File: config.mk
export PLATFORM = sky130hd
export DESIGN_NAME = boreal_cursor_tx
export DESIGN_NICKNAME = d
export VERILOG_FILES = /design/src/rtl/boreal_cursor_tx.sv
export SDC_FILE = /design/constraint.sdc
export NUM_CORES = 1
export LEC_CHECK = 0
export CAP_MARGIN = 25
export CELL_PAD_IN_SITES_DETAIL_PLACEMENT = 1
export CELL_PAD_IN_SITES_GLOBAL_PLACEMENT = 1
export CORE_MARGIN = 2
export CORE_UTILIZATION = 26
export DETAILED_ROUTE_END_ITERATION = 8
export GPL_ROUTABILITY_DRIVEN = 1
export GPL_TIMING_DRIVEN = 0
export PLACE_DENSITY = 0.52
export SYNTH_ARGS = -nofsm -noshare
export SYNTH_HDL_FRONTEND = slang
export SYNTH_SLANG_ARGS = --single-unit
File: constraint.sdc
create_clock -name clk -period 4.45 [get_ports clk]
set_input_delay 1.1125 -clock clk [delete_from_list [all_inputs] [get_ports clk]]
set_output_delay 1.1125 -clock clk [all_outputs]
set_load 0.02 [all_outputs]
File: src/rtl/boreal_cursor_tx.sv
// boreal_cursor_tx: decimates mu_x/mu_y estimates into 7-byte checksummed frames on a byte stream
module boreal_cursor_tx #(
  parameter logic [7:0]  SYNC_BYTE = 8'hA5,
  parameter logic [15:0] DECIM     = 16'd4
) (
  input  logic        clk,
  input  logic        rst,
  input  logic        mu_valid,
  input  logic [15:0] mu_x,
  input  logic [15:0] mu_y,
  input  logic        emergency_halt,
  input  logic        tx_ready,
  output logic [7:0]  tx_data,
  output logic        tx_valid,
  output logic        busy,
  output logic [15:0] drop_count
);
  typedef enum logic {IDLE, SEND} state_t;
  state_t state_q, state_d;
  logic [2:0] idx_q, idx_d;
  logic [7:0] hdr_q, hdr_d;
  logic [31:0] smp_q, smp_d, pend_q, pend_d;
  logic pend_full_q, pend_full_d;
  logic [15:0] cnt_q, cnt_d, drop_q, drop_d;
  logic [6:0] seq_q, seq_d;
  logic halt_flag_q, halt_flag_d, halt_prev_q;
  logic halt_edge, trigger, hs, last, launch_new, launch_pend, dropping, in_send;
  logic [7:0] chk;
  logic [7:0] frame [8];
  assign in_send = state_q == SEND;
  assign tx_valid = in_send;
  assign busy = in_send;
  assign drop_count = drop_q;
  assign halt_edge = emergency_halt & ~halt_prev_q;
  assign trigger = halt_edge | (mu_valid & (cnt_q == DECIM - 16'd1));
  assign hs = in_send & tx_ready;
  assign last = hs & (idx_q == 3'd6);
  assign launch_new = trigger & (~in_send | last);
  assign launch_pend = last & ~trigger & pend_full_q;
  // a trigger that is neither launched nor parked in an empty slot displaces something
  assign dropping = pend_full_q & trigger & in_send;
  assign chk = hdr_q ^ smp_q[31:24] ^ smp_q[23:16] ^ smp_q[15:8] ^ smp_q[7:0];
  assign frame = '{SYNC_BYTE, hdr_q, smp_q[31:24], smp_q[23:16], smp_q[15:8], smp_q[7:0], chk, 8'h00};
  assign tx_data = in_send ? frame[idx_q] : 8'h00;
  always_comb begin
    state_d = state_q;
    idx_d = hs ? idx_q + 3'd1 : idx_q;
    hdr_d = hdr_q;
    smp_d = smp_q;
    pend_d = pend_q;
    pend_full_d = pend_full_q;
    seq_d = seq_q;
    halt_flag_d = halt_flag_q | halt_edge;
    cnt_d = halt_edge ? 16'd0 : mu_valid ? ((cnt_q == DECIM - 16'd1) ? 16'd0 : cnt_q + 16'd1) : cnt_q;
    drop_d = (dropping && drop_q != 16'hFFFF) ? drop_q + 16'd1 : drop_q;
    if (launch_new || launch_pend) begin
      state_d = SEND;
      idx_d = 3'd0;
      hdr_d = {seq_q, halt_flag_q | halt_edge};
      smp_d = launch_new ? {mu_x, mu_y} : pend_q;
      seq_d = seq_q + 7'd1;
      halt_flag_d = 1'b0;
      pend_full_d = 1'b0;
    end else if (last) begin
      state_d = IDLE;
    end else if (trigger && in_send) begin
      pend_d = {mu_x, mu_y};
      pend_full_d = 1'b1;
    end
  end
  always_ff @(posedge clk or posedge rst) begin
    if (rst) begin
      state_q <= IDLE;
      idx_q <= 3'd0;
      hdr_q <= 8'h00;
      smp_q <= 32'h0;
      pend_q <= 32'h0;
      pend_full_q <= 1'b0;
      seq_q <= 7'd0;
      halt_flag_q <= 1'b0;
      halt_prev_q <= 1'b0;
      cnt_q <= 16'd0;
      drop_q <= 16'd0;
    end else begin
      state_q <= state_d;
      idx_q <= idx_d;
      hdr_q <= hdr_d;
      smp_q <= smp_d;
      pend_q <= pend_d;
      pend_full_q <= pend_full_d;
      seq_q <= seq_d;
      halt_flag_q <= halt_flag_d;
      halt_prev_q <= emergency_halt;
      cnt_q <= cnt_d;
      drop_q <= drop_d;
    end
  end
endmodule
Word level (Yosys, flattened, before mapping)
Cells that the tools add are included.
- logic and storage cells: 67
- output and inout bits: 26
- bits of input ports: 37
- register bits: 118
- muxes and demuxes: 16
- bitwise gates (word level): 22
- equal/unequal tests: 4
- $lt $le $gt $ge: 1
- add/sub/neg operators: 4
- reductions and logical operators: 9
- operator list (kind ; number):
    16-bit two-way mux ; 3
    16-bit by 1-bit adder with 16-bit output (second input constant) ; 2
    32-bit two-way mux ; 1
    8-bit XOR ; 4
    8-bit binary-select mux with 3-bit select ; 1
    8-bit two-way mux ; 3
    16-bit by 2-bit == test with 1-bit output (second input constant) ; 1
    16-bit != test (second input constant) ; 1
    1-bit bitwise AND ; 9
    2-bit nonzero test ; 4
    7-bit by 1-bit adder with 7-bit output (second input constant) ; 1
    1-bit two-way mux ; 6
    3-bit two-way mux ; 2
    1-bit NOT ; 5
    4-bit >= comparator (second input constant) ; 1
    3-bit NOT with 4-bit output ; 1
    3-bit by 1-bit adder with 3-bit output (second input constant) ; 1
    3-bit == test (second input constant) ; 1
    1-bit bitwise OR ; 3
    3-bit AND reduction ; 1
    1-bit logical AND ; 2
    2-bit by 1-bit != test with 1-bit output (second input constant) ; 1
    2-bit AND reduction ; 1
    1-bit logical OR ; 1

Depth between registers and ports, before layout
- depth in word-level cells: 9
- gate-level depth with buffers: 8
- gate-level depth less buffers: 7

Worst setup path after synthesis
OpenSTA, ideal clock, no wires.
- path type: reg-to-output
- start point: register idx_q[1]
- end point: output port tx_data[5]
- path buffers: 2
- setup slack: 1.688 ns
- stages on the path, launching flop included: 7
- required time: 3.338 ns
- data arrival time: 1.650 ns
- cells stage by stage: dfrtp_1 > clkbuf_1 > clkbuf_1 > mux2i_1 > a21oi_1 > o21ai_0 > a31oi_1
- word-level cells in the longest chain between the ends: 5
- ends and longest elaborated chain (what ; line ; RTL):
    from (decl) ; 20 ; logic [2:0] idx_q, idx_d;
    from (signal assigned) ; 86 ; idx_q <= idx_d;
    3-bit NOT with 4-bit output (not written as such) ; 44 ; assign tx_data = in_send ? frame[idx_q] : 8'h00;
    8-bit binary-select mux with 3-bit select ; 44 ;
    8-bit two-way mux (not written as such) (2 in series) ; 44 ;
    8-bit two-way mux ; 44 ;
    to (decl) ; 13 ; output logic [7:0] tx_data,
No other way between the ends. The select of a mux whose other input is x is not followed.

Final worst setup path
Ends and elaborated chain as after synthesis.

==> impl_metrics.env <==
export IMPL_wire_per_inst_um=17.5
export IMPL_hpwl_um=11700
export IMPL_crit_type="reg -> out"
export IMPL_synth_ff_type="dfrtp_1"
export IMPL_root_buffer="clkbuf_16"
export IMPL_slew_viol_final=0
export IMPL_port_buffers=62
export IMPL_die_height_um=156
export IMPL_maxSlewHeadroom_pct=43.6
export IMPL_p_per_area_nw_per_um2=698
export IMPL_grt_pass1_vias=4822
export IMPL_yosysTopAreaCell="dfrtp_1"
export IMPL_dieArea_um2=24200
export IMPL_min_period_ps=4160
export IMPL_total_power_mw=5.34
export IMPL_fmax_ghz=0.240
export IMPL_antenna_found_initial=0
export IMPL_dr_pass1_iters=4
export IMPL_clockBufferDepth=2
export IMPL_cts_tree="built"
export IMPL_tns_ps=0
export IMPL_ys_types=50
export IMPL_gp_congestion=0.742
export IMPL_netlist_area_um2=5970
export IMPL_hp_class="reg -> reg"
export IMPL_synth_most_common_cell="dfrtp_1"
export IMPL_grt_max_degree=92
export IMPL_finClkSkew_ps=7.78
export IMPL_fin_nets=666
export IMPL_holdWs_ps=471
export IMPL_status="completed"
export IMPL_cts_num_sinks=118
export IMPL_worstPathRequired_ps=3340
export IMPL_drtAntennaViolNets=0
export IMPL_rsz0062_at_grt="false"
export IMPL_reg2reg_slack_ps=1780
export IMPL_crit_arrival_ps=3050
export IMPL_synth_top_cell_area_share_pct=49.4
export IMPL_synth_top_cells_by_count="118 x dfrtp_1, 64 x nand2_1, 44 x mux2_2, 43 x mux2i_1, 36 x o21ai_0"
export IMPL_synthArstFlopShare_pct=100
export IMPL_p_leak_nw=3.06
export IMPL_via_count=4392
export IMPL_hold_viol=0
export IMPL_ys_ff_latch=118
export IMPL_cts_setup_buffers=0
export IMPL_rows=55
export IMPL_grt_ovfl_total=0
export IMPL_drt_iter0_markers=128
export IMPL_cts_resized=0
export IMPL_yosysSeqAreaShare_pct=49.4
export IMPL_gr_usage_all_layers_pct=14.3
export IMPL_finalSetupViolCount=0
export IMPL_syn_area_per_cell_um2=11.0
export IMPL_start_util_pct=26.5
export IMPL_io_pins=63
export IMPL_fin_crit_sh_pct=93.5
export IMPL_synthTopCellsByArea="dfrtp_1 49%, mux2_2 8.3%, mux2i_1 7.2%"
export IMPL_drc_errors=0
export IMPL_ctsHoldBuffers=0
export IMPL_synth_warnings=0
export IMPL_insertion_delay_ps=420
export IMPL_clk_pin_slew_ps=60
export IMPL_synth_edf_count=0
export IMPL_area_delta_synth_final_pct=28.2
export IMPL_coreArea_um2=22600
export IMPL_cts_buffers=17
export IMPL_endpoint_kind="output pin"
export IMPL_totalWireLength_um=16200
export IMPL_critPathLaunchType="register"
export IMPL_via_per_inst=4.76
export IMPL_worst_slew_pin_slew_ps=843
export IMPL_h_tree_depth=4
export IMPL_drive_above_1_share_pct=16.0
export IMPL_syn_instance_count=542
export IMPL_n_fill_cell=2488
export IMPL_syn_nets=584
export IMPL_n_antenna_cell=0
export IMPL_drv_cap=0
export IMPL_vdd_drop_max_uv=202
export IMPL_cp_max_fo=10
export IMPL_die_x_um=156
export IMPL_grt_first_pass_wirelength_um=26800
## cell usage in the layout (no fill, tap or decap), types with 5 or more instances in the layout
master           instances
xnor2_1                 32
clkbuf_1                11
a31oi_1                  8
mux2i_1                 43
clkbuf_16               17
nand4_1                  9
and4_1                   6
clkdlybuf4s50_1         62
nor2_1                  28
buf_2                    7
xor2_1                  29
a21oi_1                 17
nor2b_1                  5
nand2_1                 64
o21ai_0                 36
dfrtp_1                118
and3_1                   6
bufinv_16                5
mux2_2                  44
ha_1                     5
nand3_1                 14
## worst max-delay path, cell delays in order, from the launching register on
cell	delay [ps]
dfrtp_1	370
clkbuf_1	440
clkbuf_1	470
mux2i_1	150
a21oi_1	160
o21ai_0	90
a31oi_1	290
clkdlybuf4s50_1	660
## registers in the layout (all words and copies together), names as in the netlist
name         count
hdr_q            8
seq_q            7
halt_flag_q      1
idx_q            3
busy             1
smp_q           32
pend_full_q      1
cnt_q           16
pend_q          32
drop_count      16
halt_prev_q      1
## layer usage
| layer | vias up | routed length, um | global-route usage, % | share of wire [%] |
|---|---|---|---|---|
| met5 | - | 0 | 0 | 0 |
| met3 | 13 | 451 | 3.28 | 2.8 |
| met2 | 63 | 7880 | 23.4 | 49 |
| met1 | 2234 | 7660 | 18.7 | 47 |
| li1 | 2082 | - | - | - |
| met4 | 0 | 164 | 4.37 | 1.0 |
## logic make-up after synthesis
family,Yosys count,synth area share [%]
multiplexers,87,15.5
flip-flops,118,49.4
adder cells (fa/ha/maj),5,1.05
buffers and inverters,31,2.72
AO/OA/AOI/OAI,83,8.74
XOR/XNOR,61,8.95
AND/OR/NAND/NOR,157,13.6
## cell type report
type / instances / area [um2] / share of cell area (%)
Tap cell: 285 / 357 / 4.66
Sequential cell: 118 / 2950 / 38.6
Buffer: 26 / 144 / 1.88
Inverter: 5 / 23.8 / 0.311
Timing Repair Buffer: 63 / 648 / 8.47
Multi-Input combinational cell: 393 / 2860 / 37.3
Clock inverter: 11 / 194 / 2.53
Clock buffer: 21 / 480 / 6.28
## where the power goes
group,internal (mW),switching (mW)
combinational,0.947,0.936
clock,1.05,0.516
sequential,1.48,0.404
## final timing paths
path | cells after the start | from | to
worst max-delay path | 7 | idx_q[1] | tx_data[5]
worst min-delay path | 1 | seq_q[6] | seq_q[6]
worst max register to register | 8 | idx_q[0] | hdr_q[2]
worst min register to register | 1 | seq_q[6] | seq_q[6]
max in group asynchronous | 3 | rst | pend_q[17]
min in group asynchronous | 2 | rst | drop_count[7]
## per-stage QoR
step | std cells | setup WS (ps) | util, % | cell area [um2]
global route | 922 | 165 | 33.9 | 7660
detailed placement | 890 | 785 | 30.9 | 6980
floorplan | 542 | 208 | - | 5970
CTS | 922 | 318 | 33.9 | 7660
global placement | 889 | -1750 | 30.8 | 6950
finish | 922 | 291 | 33.9 | 7660
No activity file was read; power rests on OpenSTA's default activity.
